--- src/rtl/decode_pkg.sv ---
// Shared types and constants for the RISC-V decode stage: type codes, flag bit positions,
// opcodes and the decoded entry carried through the skid buffer.
package decode_pkg;

  localparam int unsigned MAX_XLEN   = 64;
  localparam int unsigned MAX_FLAG_W = 16;

  typedef enum logic [2:0] {
    R_TYPE  = 3'd0,
    I_TYPE  = 3'd1,
    S_TYPE  = 3'd2,
    SB_TYPE = 3'd3,
    U_TYPE  = 3'd4,
    UJ_TYPE = 3'd5
  } instr_type_e;

  // Bits [3:0] of the flag vector hold the operand-usage mask.
  localparam int unsigned IS_DIFF_INDEX    = 4;
  localparam int unsigned IS_SIGNED_INDEX  = 5;
  localparam int unsigned IS_BRACKET_INDEX = 6;
  localparam int unsigned IS_LOAD_INDEX    = 7;

  localparam logic [6:0] OPC_OP        = 7'b0110011;
  localparam logic [6:0] OPC_OP_32     = 7'b0111011;
  localparam logic [6:0] OPC_LOAD      = 7'b0000011;
  localparam logic [6:0] OPC_OP_IMM    = 7'b0010011;
  localparam logic [6:0] OPC_OP_IMM_32 = 7'b0011011;
  localparam logic [6:0] OPC_JALR      = 7'b1100111;
  localparam logic [6:0] OPC_SYSTEM    = 7'b1110011;
  localparam logic [6:0] OPC_STORE     = 7'b0100011;
  localparam logic [6:0] OPC_BRANCH    = 7'b1100011;
  localparam logic [6:0] OPC_LUI       = 7'b0110111;
  localparam logic [6:0] OPC_AUIPC     = 7'b0010111;
  localparam logic [6:0] OPC_JAL       = 7'b1101111;

  typedef logic [MAX_XLEN-1:0] imm_t;

  typedef struct packed {
    instr_type_e             itype;
    logic [4:0]              rd;
    logic [4:0]              rs1;
    logic [4:0]              rs2;
    imm_t                    imm;
    logic [MAX_FLAG_W-1:0]   flag;
    logic                    illegal;
  } decoded_t;

  // Operand-usage mask: bit0 rd, bit1 rs1, bit2 rs2, bit3 imm.
  function automatic logic [3:0] usage_mask(instr_type_e t);
    unique case (t)
      R_TYPE:  return 4'b0111;
      I_TYPE:  return 4'b1011;
      S_TYPE:  return 4'b1110;
      SB_TYPE: return 4'b1110;
      U_TYPE:  return 4'b1001;
      UJ_TYPE: return 4'b1001;
      default: return 4'b0000;
    endcase
  endfunction

endpackage

--- src/rtl/decode_stage_imm_gen.sv ---
// Combinational immediate generator: instruction + type + signed hint -> XLEN immediate.
// U-type always sign-extends from bit 31; other formats extend only when sx_i is set.
module imm_gen
  import decode_pkg::*;
#(
  parameter int unsigned XLEN = 32
) (
  input  logic [31:0]     instr_i,
  input  instr_type_e     type_i,
  input  logic            sx_i,
  output logic [XLEN-1:0] imm_o
);

  logic [31:0] lo;
  logic        fill;
  logic        s;

  assign s = sx_i & instr_i[31];

  always_comb begin
    lo   = '0;
    fill = 1'b0;
    unique case (type_i)
      I_TYPE: begin
        lo   = {{20{s}}, instr_i[31:20]};
        fill = s;
      end
      S_TYPE: begin
        lo   = {{20{s}}, instr_i[31:25], instr_i[11:7]};
        fill = s;
      end
      SB_TYPE: begin
        lo   = {{19{s}}, instr_i[31], instr_i[7], instr_i[30:25], instr_i[11:8], 1'b0};
        fill = s;
      end
      U_TYPE: begin
        lo   = {instr_i[31:12], 12'b0};
        fill = instr_i[31];
      end
      UJ_TYPE: begin
        lo   = {{11{s}}, instr_i[31], instr_i[19:12], instr_i[20], instr_i[30:21], 1'b0};
        fill = s;
      end
      default: ;
    endcase
  end

  if (XLEN > 32) begin : g_wide
    assign imm_o = {{(XLEN-32){fill}}, lo};
  end else begin : g_narrow
    logic unused_fill;
    assign unused_fill = fill;
    assign imm_o       = lo[XLEN-1:0];
  end

  logic unused_opc;
  assign unused_opc = ^instr_i[6:0];

endmodule

--- src/rtl/decode_stage.sv ---
// Pipelined RISC-V field decoder with a 2-entry skid buffer and registered in_ready.
// Optional perf counters are built when DECODE_PERF_EN is defined.
module decode_stage
  import decode_pkg::*;
#(
  parameter int unsigned XLEN       = 32,
  parameter int unsigned TYPE_WIDTH = 3,
  parameter int unsigned FLAG_WIDTH = 16
) (
  input  logic                  clk,
  input  logic                  reset_n,
  input  logic                  flush,
  input  logic                  in_valid,
  output logic                  in_ready,
  input  logic [31:0]           in_instr,
  input  logic [FLAG_WIDTH-1:0] in_flag,
  output logic                  out_valid,
  input  logic                  out_ready,
  output logic [TYPE_WIDTH-1:0] out_type,
  output logic [4:0]            out_rd,
  output logic [4:0]            out_rs1,
  output logic [4:0]            out_rs2,
  output logic [XLEN-1:0]       out_imm,
  output logic [FLAG_WIDTH-1:0] out_flag,
  output logic                  out_illegal
`ifdef DECODE_PERF_EN
 ,output logic [31:0]           perf_decoded,
  output logic [31:0]           perf_illegal
`endif
);

  // ---------------------------------------------------------------------------
  // Field decode
  // ---------------------------------------------------------------------------
  instr_type_e     itype;
  logic            legal;
  logic [XLEN-1:0] imm_w;
  logic [3:0]      mask;
  decoded_t        dec;

  always_comb begin
    itype = R_TYPE;
    legal = 1'b1;
    unique case (in_instr[6:0])
      OPC_OP, OPC_OP_32:                                         itype = R_TYPE;
      OPC_LOAD, OPC_OP_IMM, OPC_OP_IMM_32, OPC_JALR, OPC_SYSTEM: itype = I_TYPE;
      OPC_STORE:                                                 itype = S_TYPE;
      OPC_BRANCH:                                                itype = SB_TYPE;
      OPC_LUI, OPC_AUIPC:                                        itype = U_TYPE;
      OPC_JAL:                                                   itype = UJ_TYPE;
      default:                                                   legal = 1'b0;
    endcase
  end

  imm_gen #(
    .XLEN (XLEN)
  ) u_imm_gen (
    .instr_i (in_instr),
    .type_i  (itype),
    .sx_i    (in_flag[IS_SIGNED_INDEX]),
    .imm_o   (imm_w)
  );

  always_comb begin
    mask = usage_mask(itype);
    if (in_flag[IS_DIFF_INDEX]) mask = mask & in_flag[3:0];

    dec         = '0;
    dec.itype   = itype;
    dec.rd      = in_instr[11:7];
    dec.rs1     = in_instr[19:15];
    dec.rs2     = in_instr[24:20];
    dec.illegal = !legal;
    if (legal) begin
      dec.imm                    = imm_t'(imm_w);
      dec.flag[3:0]              = mask;
      dec.flag[IS_BRACKET_INDEX] = in_flag[IS_BRACKET_INDEX];
      dec.flag[IS_LOAD_INDEX]    = in_flag[IS_LOAD_INDEX];
    end
  end

  // ---------------------------------------------------------------------------
  // Skid buffer: main_q drives the outputs, skid_q catches one entry during a stall
  // ---------------------------------------------------------------------------
  decoded_t main_q, main_d, skid_q, skid_d;
  logic     main_valid_q, main_valid_d;
  logic     skid_valid_q, skid_valid_d;
  logic     in_ready_q, in_ready_d;
  logic     accept, out_fire;

  assign accept   = in_valid && in_ready_q;
  assign out_fire = main_valid_q && out_ready;

  always_comb begin
    main_d       = main_q;
    main_valid_d = main_valid_q;
    skid_d       = skid_q;
    skid_valid_d = skid_valid_q;
    if (skid_valid_q) begin
      // in_ready_q is low here, so nothing new can arrive.
      if (out_fire) begin
        main_d       = skid_q;
        skid_valid_d = 1'b0;
      end
    end else if (!main_valid_q || out_fire) begin
      main_valid_d = accept;
      if (accept) main_d = dec;
    end else if (accept) begin
      skid_d       = dec;
      skid_valid_d = 1'b1;
    end
    in_ready_d = !skid_valid_d;
  end

  always_ff @(posedge clk) begin
    if (!reset_n || flush) begin
      main_q       <= '0;
      skid_q       <= '0;
      main_valid_q <= 1'b0;
      skid_valid_q <= 1'b0;
      in_ready_q   <= 1'b1;
    end else begin
      main_q       <= main_d;
      skid_q       <= skid_d;
      main_valid_q <= main_valid_d;
      skid_valid_q <= skid_valid_d;
      in_ready_q   <= in_ready_d;
    end
  end

  assign in_ready    = in_ready_q;
  assign out_valid   = main_valid_q;
  assign out_type    = TYPE_WIDTH'(main_q.itype);
  assign out_rd      = main_q.rd;
  assign out_rs1     = main_q.rs1;
  assign out_rs2     = main_q.rs2;
  assign out_imm     = main_q.imm[XLEN-1:0];
  assign out_flag    = main_q.flag[FLAG_WIDTH-1:0];
  assign out_illegal = main_q.illegal;

  // Upper imm/flag bits of the shared struct are unused for narrow configurations.
  logic unused_main;
  assign unused_main = ^main_q;

`ifdef DECODE_PERF_EN
  logic [31:0] perf_decoded_q, perf_illegal_q;

  // Counters survive flush; only reset clears them.
  always_ff @(posedge clk) begin
    if (!reset_n) begin
      perf_decoded_q <= '0;
      perf_illegal_q <= '0;
    end else if (out_fire) begin
      perf_decoded_q <= perf_decoded_q + 32'd1;
      if (main_q.illegal) perf_illegal_q <= perf_illegal_q + 32'd1;
    end
  end

  assign perf_decoded = perf_decoded_q;
  assign perf_illegal = perf_illegal_q;
`endif

endmodule

--- config.mk ---
export PLATFORM = sky130hd
export DESIGN_NAME = decode_stage
export DESIGN_NICKNAME = d
export VERILOG_FILES = /design/src/rtl/decode_pkg.sv /design/src/rtl/decode_stage_imm_gen.sv /design/src/rtl/decode_stage.sv
export SDC_FILE = /design/constraint.sdc
export NUM_CORES = 1
export LEC_CHECK = 0
export BUFFER_PORTS_ARGS = -buffer_cell sky130_fd_sc_hd__buf_2
export CORE_AREA = 3 3 107 109
export CTS_BUF_LIST = sky130_fd_sc_hd__clkbuf_4
export CTS_CLUSTER_SIZE = 12
export DETAILED_ROUTE_END_ITERATION = 8
export DIE_AREA = 0 0 110 112
export GPL_ROUTABILITY_DRIVEN = 1
export GPL_TIMING_DRIVEN = 0
export PLACE_DENSITY_LB_ADDON = 0.2
export RECOVER_POWER = 100
export SLEW_MARGIN = 25
export SYNTH_ARGS = -nofsm -noshare
export SYNTH_HDL_FRONTEND = slang
export SYNTH_SLANG_ARGS = --single-unit
--- constraint.sdc ---
create_clock -name clk -period 2.48 [get_ports clk]
set_input_delay 0.248 -clock clk [delete_from_list [all_inputs] [get_ports clk]]
set_output_delay 0.248 -clock clk [all_outputs]
set_load 0.01 [all_outputs]
# Yosys cells after proc, flatten, opt, wreduce, memory -nomap -nowiden
# Cells that the tools add are included.
# totals
regBits,159
latch_bits,0
ramBits,0
romBits,0
input_bits,53
word_cells,74
mem_count,0
# classes
add_sub_neg,0
multipliers,0
div_mod_pow,0
order_cmp,0
n_eq_ne,18
shift,0
mux,16
bitwise_logic,4
reduce_logical,19
# op_table
operator,n
2-to-1 mux 99 bit,4
case mux 32 bit (5 select lines),1
2-to-1 mux 32 bit,1
"== test 7 x 6 -> 1 bit, second input constant",4
"== test 7 bit, second input constant",4
"== test 7 x 5 -> 1 bit, second input constant",3
case mux 4 bit (4 select lines),1
case mux 3 bit (5 select lines),1
OR reduction 12 bit,1
2-to-1 mux 4 bit,2
"== test 7 x 2 -> 1 bit, second input constant",1
"== test 3 x 2 -> 1 bit, second input constant",2
"== test 3 bit, second input constant",2
AND reduction 3 bit,2
OR reduction 2 bit,3
2-to-1 mux 1 bit,5
OR reduction 5 bit,1
bitwise AND 4 bit,1
logical NOT 1 bit,4
nonzero test 2 bit,2
"== test 3 x 1 -> 1 bit, second input constant",1
logical NOT 3 bit,1
logical AND 1 bit,2
logical OR 1 bit,2
5 further kinds,6

# Longest topological paths before layout
# Gate-level depths: netlist of the first run.
# depth
depth_word,12
mapped_depth,12

# Cells and area by module
# Synthesis of the first run repeated with hierarchy kept, for this count alone.
# unflattened
cells_unflattened,637
area_unflattened_um2,5627.9
# by_module_without_submodules
module,instances,cells_per_inst,area_per_inst_um2,seq_area_each_um2
decode_stage,1,565,5158.7,2342.2
imm_gen,1,72,469.2,0.0

# Worst setup path after synthesis of the first run
# Ideal clock, no wire load.
# synth_path
path_kind,input -> register
from,in in_instr[3]
to,"reg main_q, in the netlist out_imm[10]"
setup_time_ns,0.065
arrival_ns,2.651
required_ns,2.415
setup_slack_ns,-0.235
stages,11
n_path_buf,1
cell_sequence,buf_2 or3b_1 a21oi_4 inv_1 ha_1 or2_4 a2111oi_4 o21ai_2 a211oi_4 a221oi_1 nor2_1
# synth_via
elab_chain_len,9
elab_cells_between_ends,27
classes_between,eq/ne (17); mux (7); reduce/logical (3)
# synth_lines
item,line,text
"start, declared",decode_stage.sv:15,"input logic [31:0] in_instr,"
"== test 7 x 2 -> 1 bit, or another cell as far along",decode_stage.sv:44,unique case (in_instr[6:0])
OR reduction 5 bit or OR reduction 2 bit (tied branches),-,
case mux 3 bit (5 select lines),decode_stage.sv:44,
"== test 3 bit, or another cell as far along",-,
case mux 32 bit (5 select lines),decode_stage_imm_gen.sv:23,unique case (type_i)
2-to-1 mux 32 bit (*),decode_stage.sv:74,if (legal) begin
2-to-1 mux 99 bit (*),decode_stage.sv:107,if (accept) main_d = dec;
2-to-1 mux 99 bit (*),decode_stage.sv:105,end else if (!main_valid_q || out_fire) begin
2-to-1 mux 99 bit (*),decode_stage.sv:99,if (skid_valid_q) begin
"end signal, assigned",decode_stage.sv:123,main_q <= main_d;
"end, declared",decode_stage.sv:85,"decoded_t main_q, main_d, skid_q, skid_d;"
# Every way passes the cells marked *; elsewhere a longest branch is shown, timed or not. The select of a mux whose other input is x is not followed.
# A chain may end at the register's enable or synchronous reset.

# Final worst setup path of the first run
# layout_path
from,in in_instr[3]
to,"reg main_q, in the netlist out_imm[4]"
# The elaborated chain is that of the path after synthesis.

==> impl_metrics.py, run 1 <==
metrics = {
    "outcome": {
        "status": "complete, no violations",
    },
    "detailed_routing": {
        "postRouteAntennaNets": 0,
        "first_pass_iters": 7,
        "drtIter0Drc": 448,
        "drc": 0,
        "wl_um": 16400,
        "wl_per_cell_um": 17.2,
        "via_per_inst": 5.72,
        "dr_total_vias": 5469,
    },
    "floorplan": {
        "start_util_pct": 50.1,
        "io_pins": 122,
        "die_width_um": 110,
        "core_um2": 10700,
        "fp.dieH_um": 112,
        "dieArea_um2": 12300,
        "floorplan.rows": 38,
    },
    "cts": {
        "cts_tree": "built",
        "clock_path_buffers": 2,
        "cts_buffers": 17,
        "clk_root_buffer_cell": "clkbuf_4",
        "clk_pin_slew_ps": 110,
        "clk_latency_ps": 520,
        "h-tree-depth": 4,
        "clkSinkCount": 117,
    },
    "place": {
        "dp_slack_ps": -533,
        "hpwlAfterDp_um": 11800,
        "postPlaceCellArea_um2": 6100,
        "port_buffers": 101,
        "gp_congestion": 0.902,
    },
    "synth": {
        "synth_ff_type": "dfxtp_1",
        "synth_top_cell_area_share_pct": 43.7,
        "synth_top_area_cell": "dfxtp_1",
        "ys_warn_count": 0,
        "synth_area_leaders": "dfxtp_1 (44%), a21oi_1 (7.8%), o21ai_0 (5.5%), nand2_1 (5.1%), nor2_1 (4.3%)",
        "synth_cell_types": 65,
        "ys_async_sr_fraction_pct": 0,
        "syn_area_um2": 5360,
        "synth-seq-cells": 117,
        "syn_inst": 649,
        "ys_seq_area_share_pct": 43.7,
        "synth_edf_count": 0,
        "syn-mean-instance-area_um2": 8.26,
    },
    "setup_path": {
        "critPathArrivalTime_ps": 2790,
        "worst-path-buf-inv": 3,
        "slowest_stage": "o31ai_1",
        "start_kind": "input pin",
        "cp_cell_sequence": "clkbuf_1, buf_4, or3b_4, a21oi_4, inv_2, ha_4, nand2b_1, nor3b_1, o31ai_1, nor2_2, a22oi_1, o22ai_1",
        "worstPathRequired_ps": 2880,
        "worstSetupPathType": "input pin to flop",
        "crit_fanout": 10,
        "cp_slowest_stage_delay_ps": 820,
        "critPathCaptureType": "flop",
        "critPathTopFamily": "compound AO/OA/AOI/OAI gates",
    },
    "grt": {
        "gr-usage-met3_pct": 6.03,
        "grt_use_total_pct": 26.7,
        "grt_max_degree": 17,
        "grt_pass1_vias": 5152,
        "grt_pass1_wl_um": 25700,
        "met1_usage_pct": 35.0,
        "grt-busiest-layer": "met2",
        "antenna_found_initial": 0,
        "grt_use_met2_pct": 42.8,
        "grt_overflow": 0,
    },
    "timing": {
        "final-max-slew-violation-count": 0,
        "rsz0062_at_grt": "false",
        "hold_violations": 0,
        "slew-limit-headroom_pct": 34.4,
        "worstMarginPinSlew_ps": 975,
        "setup_violations": 0,
        "min_period_ps": 2390,
        "finClkSkew_ps": 15.3,
        "fin_ws_ps": 93.9,
        "fmax_mhz": 419,
        "timing.final.crit_share_pct": 96.2,
    },
    "power": {
        "vdd_drop_max_mv": 0.290,
        "power_density_nw_per_um2": 592,
        "p_total_mw": 3.88,
        "p_leak_nw": 2.33,
    },
    "cells_and_area": {
        "final_nets": 858,
        "final_layout_size_suffix_gt1_share_pct": 14.7,
        "syn_to_final_growth_pct": 22.2,
        "fin_util_pct": 61.2,
        "fin_area_um2": 6550,
    },
    "job": {
        "maxCapViolations": 0,
    },
    "min_path": {
        "hold_path_class": "input pin to flop",
    },
}
## worst reg2reg max path: stages (launching register included)
cell	delay, ps
dfxtp_1	330
nand3b_1	220
nand2_1	110
and2_1	110
buf_2	250
clkbuf_1	410
clkbuf_1	430
o211ai_1	190
a21oi_1	160
## power breakdown
part           internal, mW  leakage [nW]  total [mW]  switching, mW
Sequential             1.91         0.947        1.93         0.0180
Combinational         0.152          1.23       0.423          0.271
Clock                 0.788         0.160        1.52          0.737
## routing by layer
layer,up-vias,routed length (µm)
li1,2605,-
met1,2563,6940
met2,260,7800
met3,41,1310
met4,0,371
met5,-,0
## sequential cells by signal, indices dropped and copies added, names as in the netlist
signal	flops
skid_q	57
in_ready	1
out_rs2	5
out_imm	32
out_illegal	1
skid_valid_q	1
out_rs1	5
out_valid	1
out_rd	5
out_type	3
out_flag	6
## layout make-up
class | count | area (µm²)
diodes | 1 | 2.50
well taps | 140 | 175
clock buffers | 17 | 128
flip-flops and latches | 117 | 2340
repair buffers | 125 | 667
clock inverters | 15 | 186
fillers | 1019 | 4150
plain buffers | 61 | 305
inverters | 11 | 41.3
multi-input cells | 469 | 2700
## metrics by stage
| step | setup TNS, ps | hold slack (ps) | instances |
|---|---|---|---|
| after floorplan | 0 | 384 | 658 |
| after global placement | -20380 | 427 | 899 |
| after detailed placement | -25220 | 438 | 899 |
| after CTS | 0 | 5.81 | 952 |
| after global routing | 0 | 0.166 | 955 |
| final | 0 | 34.6 | 956 |
## Yosys cell counts, types with 4 or more instances
cell      instances
nand2b_1          6
dfxtp_1         117
o21ai_1           9
a22oi_1          11
nor4_1            4
nor2_1           62
nand3_1           5
a221oi_1          6
a21oi_1          84
nor3_1            4
buf_4            12
inv_1            11
o21ai_0          59
mux2i_1          17
nand2_1          73
a211oi_1         20
and2_1           13
nor2b_1           5
clkbuf_1         32
and3_1           11
buf_2            11
o22ai_1          11
## what timing repair did
item / 4_1_cts / 5_1_grt
hold buffers: 21 / 0
hold endpoints to repair: 22 / 0
setup buffers: 0 / 2
setup endpoints to repair: 0 / 36
gates resized for setup: 0 / 5
## worst paths after layout
check | start | endpoint | slack (ps) | cells after the start
max | in_instr[3] | out_imm[4] | 90 | 12
min | in_instr[12] | out_imm[12] | 30 | 3
max reg2reg | skid_valid_q | out_illegal | 200 | 8
min reg2reg | skid_q[42] | skid_q[42] | 450 | 2
## cells in the final DEF, fill, tap and decap left out, types with 3 or more instances in the layout
cell	netlist	final
dfxtp_1	117	117
clkbuf_1	32	96
a21oi_1	84	84
nand2_1	73	73
o21ai_0	59	62
nor2_1	62	61
buf_2	11	47
dlygate4sd3_1	0	21
a211oi_1	20	20
mux2i_1	17	17
clkbuf_4	0	17
buf_4	12	16
and2_1	13	13
a22oi_1	11	11
and3_1	11	11
o22ai_1	11	11
inv_1	11	10
conb_1	1	10
o21ai_1	9	7
a221oi_1	6	7
nand2b_1	6	6
nand3_1	5	5
nor2b_1	5	5
nor4_1	4	4
bufinv_16	0	4
nor3_1	4	3
nor3_2	3	3
o211ai_1	3	3
o311a_1	3	3
clkinv_1	0	3
clkinvlp_4	0	3
clkinv_2	0	3
## cell families (layout without fill, tap and decap cells)
| logic type | Yosys count | after routing | share of synthesized area (%) |
|---|---|---|---|
| mux | 17 | 17 | 3.17 |
| xor+xnor | 1 | 1 | 0.163 |
| compound gates | 233 | 233 | 27.4 |
| flops | 117 | 117 | 43.7 |
| fa+ha+maj | 3 | 3 | 0.700 |
| other cells | 1 | 11 | 0.0699 |
| buf+inv | 72 | 229 | 6.56 |
| simple gates | 205 | 205 | 18.3 |
No activity file was read; power rests on OpenSTA's default activity.
==> run 2: changes to the inputs <==
--- a/config.mk
+++ b/config.mk
@@ -5,12 +5,16 @@
 export SDC_FILE = /design/constraint.sdc
 export NUM_CORES = 1
 export LEC_CHECK = 0
+export ABC_CLOCK_PERIOD_IN_PS = 2480
 export BUFFER_PORTS_ARGS = -buffer_cell sky130_fd_sc_hd__buf_2
-export CORE_AREA = 3 3 107 109
+export CAP_MARGIN = 15
+export CELL_PAD_IN_SITES_DETAIL_PLACEMENT = 1
+export CELL_PAD_IN_SITES_GLOBAL_PLACEMENT = 2
+export CORE_AREA = 3 3 140 142
 export CTS_BUF_LIST = sky130_fd_sc_hd__clkbuf_4
 export CTS_CLUSTER_SIZE = 12
 export DETAILED_ROUTE_END_ITERATION = 8
-export DIE_AREA = 0 0 110 112
+export DIE_AREA = 0 0 143 145
 export GPL_ROUTABILITY_DRIVEN = 1
 export GPL_TIMING_DRIVEN = 0
 export PLACE_DENSITY_LB_ADDON = 0.2
==> run 2 against run 1 <==
Against the previous run: sequential power hardly changed; wire length is 25% higher; largest cell class unchanged; largest power group unchanged; hold slack better by 83 ps; via count is 0.11% higher; design area is 2.3% higher; flip-flop and latch count stayed put; register-to-register slack hardly changed.
==> impl_metrics.py, run 2 (synthesis results as in run 1) <==
metrics = {
    "outcome": {
        "status": "complete, no violations",
    },
    "cts": {
        "clock_path_buffers": 2,
        "clk_latency_ps": 550,
        "clk_root_buffer_cell": "clkbuf_4",
        "h-tree-depth": 4,
        "clkSinkCount": 117,
        "cts_buffers": 17,
        "clk_pin_slew_ps": 120,
        "cts_tree": "built",
    },
    "timing": {
        "slew-limit-headroom_pct": 44.0,
        "setup_violations": 0,
        "timing.final.crit_share_pct": 96.9,
        "worstMarginPinSlew_ps": 840,
        "fmax_mhz": 416,
        "fin_ws_ps": 76.3,
        "hold_violations": 0,
        "rsz0062_at_grt": "false",
        "finClkSkew_ps": 18.8,
        "min_period_ps": 2400,
        "final-max-slew-violation-count": 0,
    },
    "grt": {
        "grt_max_degree": 17,
        "grt_overflow": 0,
        "grt_use_total_pct": 19.8,
        "antenna_found_initial": 1,
        "grt_pass1_wl_um": 31900,
        "grt_pass1_vias": 5600,
    },
    "floorplan": {
        "die_width_um": 143,
        "dieArea_um2": 20700,
        "core_um2": 18600,
        "start_util_pct": 28.9,
        "floorplan.rows": 50,
        "fp.dieH_um": 145,
        "io_pins": 122,
    },
    "cells_and_area": {
        "final_layout_size_suffix_gt1_share_pct": 15.7,
        "fin_util_pct": 36.1,
        "regMostFlops": "skid_q",
        "final.fill_count": 2301,
        "syn_to_final_growth_pct": 25.0,
        "largest_reg_flops": 57,
        "layout_commonest_cell": "dfxtp_1",
        "most-common-layout-cells": "dfxtp_1 (117), clkbuf_1 (92), a21oi_1 (83)",
        "final_nets": 863,
    },
    "setup_path": {
        "critPathCaptureType": "flop",
        "worstPathRequired_ps": 2920,
        "worstSetupPathType": "input pin to flop",
        "regToRegSetupSlack_ps": 210,
        "crit_fanout": 10,
        "start_kind": "input pin",
        "critPathArrivalTime_ps": 2840,
    },
    "power": {
        "vdd_drop_max_mv": 0.207,
        "power_density_nw_per_um2": 544,
        "p_leak_nw": 2.33,
    },
    "place": {
        "hpwlAfterDp_um": 15000,
        "gp_congestion": 0.772,
        "port_buffers": 101,
        "dp_slack_ps": -683,
    },
    "detailed_routing": {
        "first_pass_iters": 4,
        "wl_um": 20500,
        "dr_total_vias": 5475,
        "drc": 0,
        "drtIter0Drc": 231,
        "postRouteAntennaNets": 0,
        "via_per_inst": 5.19,
        "wl_per_cell_um": 19.4,
    },
    "min_path": {
        "hold_path_class": "input pin to flop",
    },
    "job": {
        "maxCapViolations": 0,
    },
}
[run 2: cell types whose count changed in the layout (fill, tap and decap cells not counted), moves of 2 or more]
cell           before  now
clkinvlp_4          3    8
clkbuf_1           96   92
dlygate4sd3_1      21   25
bufinv_16           4    1
clkbuf_2            1    4
and2_0              0    2
and2_1             13   11
o21ai_1             7    5
[run 2: power breakdown]
group          switching (mW)  total [mW]  internal (mW)
clock                   0.788        1.26          0.475
sequential             0.0189        1.93           1.91
combinational           0.294       0.452          0.158
[run 2: layout make-up]
type | count | area, µm² | area share [%]
clock buffer | 17 | 128 | 1.90
sequential | 117 | 2340 | 34.9
buffer | 61 | 317 | 4.72
antenna | 1 | 2.50 | 0.0373
clock inverter | 15 | 116 | 1.74
timing repair buffer | 130 | 714 | 10.7
inverter | 11 | 41.3 | 0.616
tap | 234 | 293 | 4.37
multi-input combinational | 469 | 2750 | 41.0
[run 2: what timing repair did]
item / in CTS / in global routing
setup endpoints to repair: 10 / 39
pin swaps: 0 / 4
endpoints found under the hold margin: 31 / 0
gates resized for setup: 1 / 9
setup buffers: 0 / 3
hold buffers: 25 / 0
gates cloned: 0 / 1
[run 2: worst paths after layout]
path | startpoint | to | cells after the start
max | in_instr[3] | out_imm[20] | 12
min | in_valid | out_valid | 3
max reg2reg | skid_valid_q | out_rs1[3] | 7
min reg2reg | skid_q[87] | skid_q[87] | 2
[run 2: through the flow]
stage                     cells  hold WS [ps]  TNS [ps]  instance area (µm²)  total power, mW
after global routing       1055          87.0         0                 6700             3.81
final                      1055           117         0                 6700             3.64
after global placement      993           426    -26690                 6220             2.39
after floorplan             658           384         0                 5420             2.21
after CTS                  1050          60.5         0                 6720             3.68
after detailed placement    993           438    -30770                 6220             2.40
[run 2: worst max-delay path: stages]
cell and delay [ps]:
clkbuf_1 90, buf_4 170, or3b_4 420, a21oi_4 220, inv_2 90, ha_4 210, or2_4 250, or3_4 340
a21oi_2 120, o2111a_1 250, a211oi_1 80, o311ai_1 350
[run 2: metal layers]
| metal | wire length, µm | part of all wire [%] | GRT usage (%) | vias to the layer above |
|---|---|---|---|---|
| li1 | - | - | - | 2603 |
| met1 | 9600 | 47 | 26.4 | 2743 |
| met2 | 9870 | 48 | 32.8 | 110 |
| met3 | 744 | 3.6 | 3.76 | 19 |
| met4 | 256 | 1.3 | 5.28 | 0 |
| met5 | 0 | 0 | 0 | - |
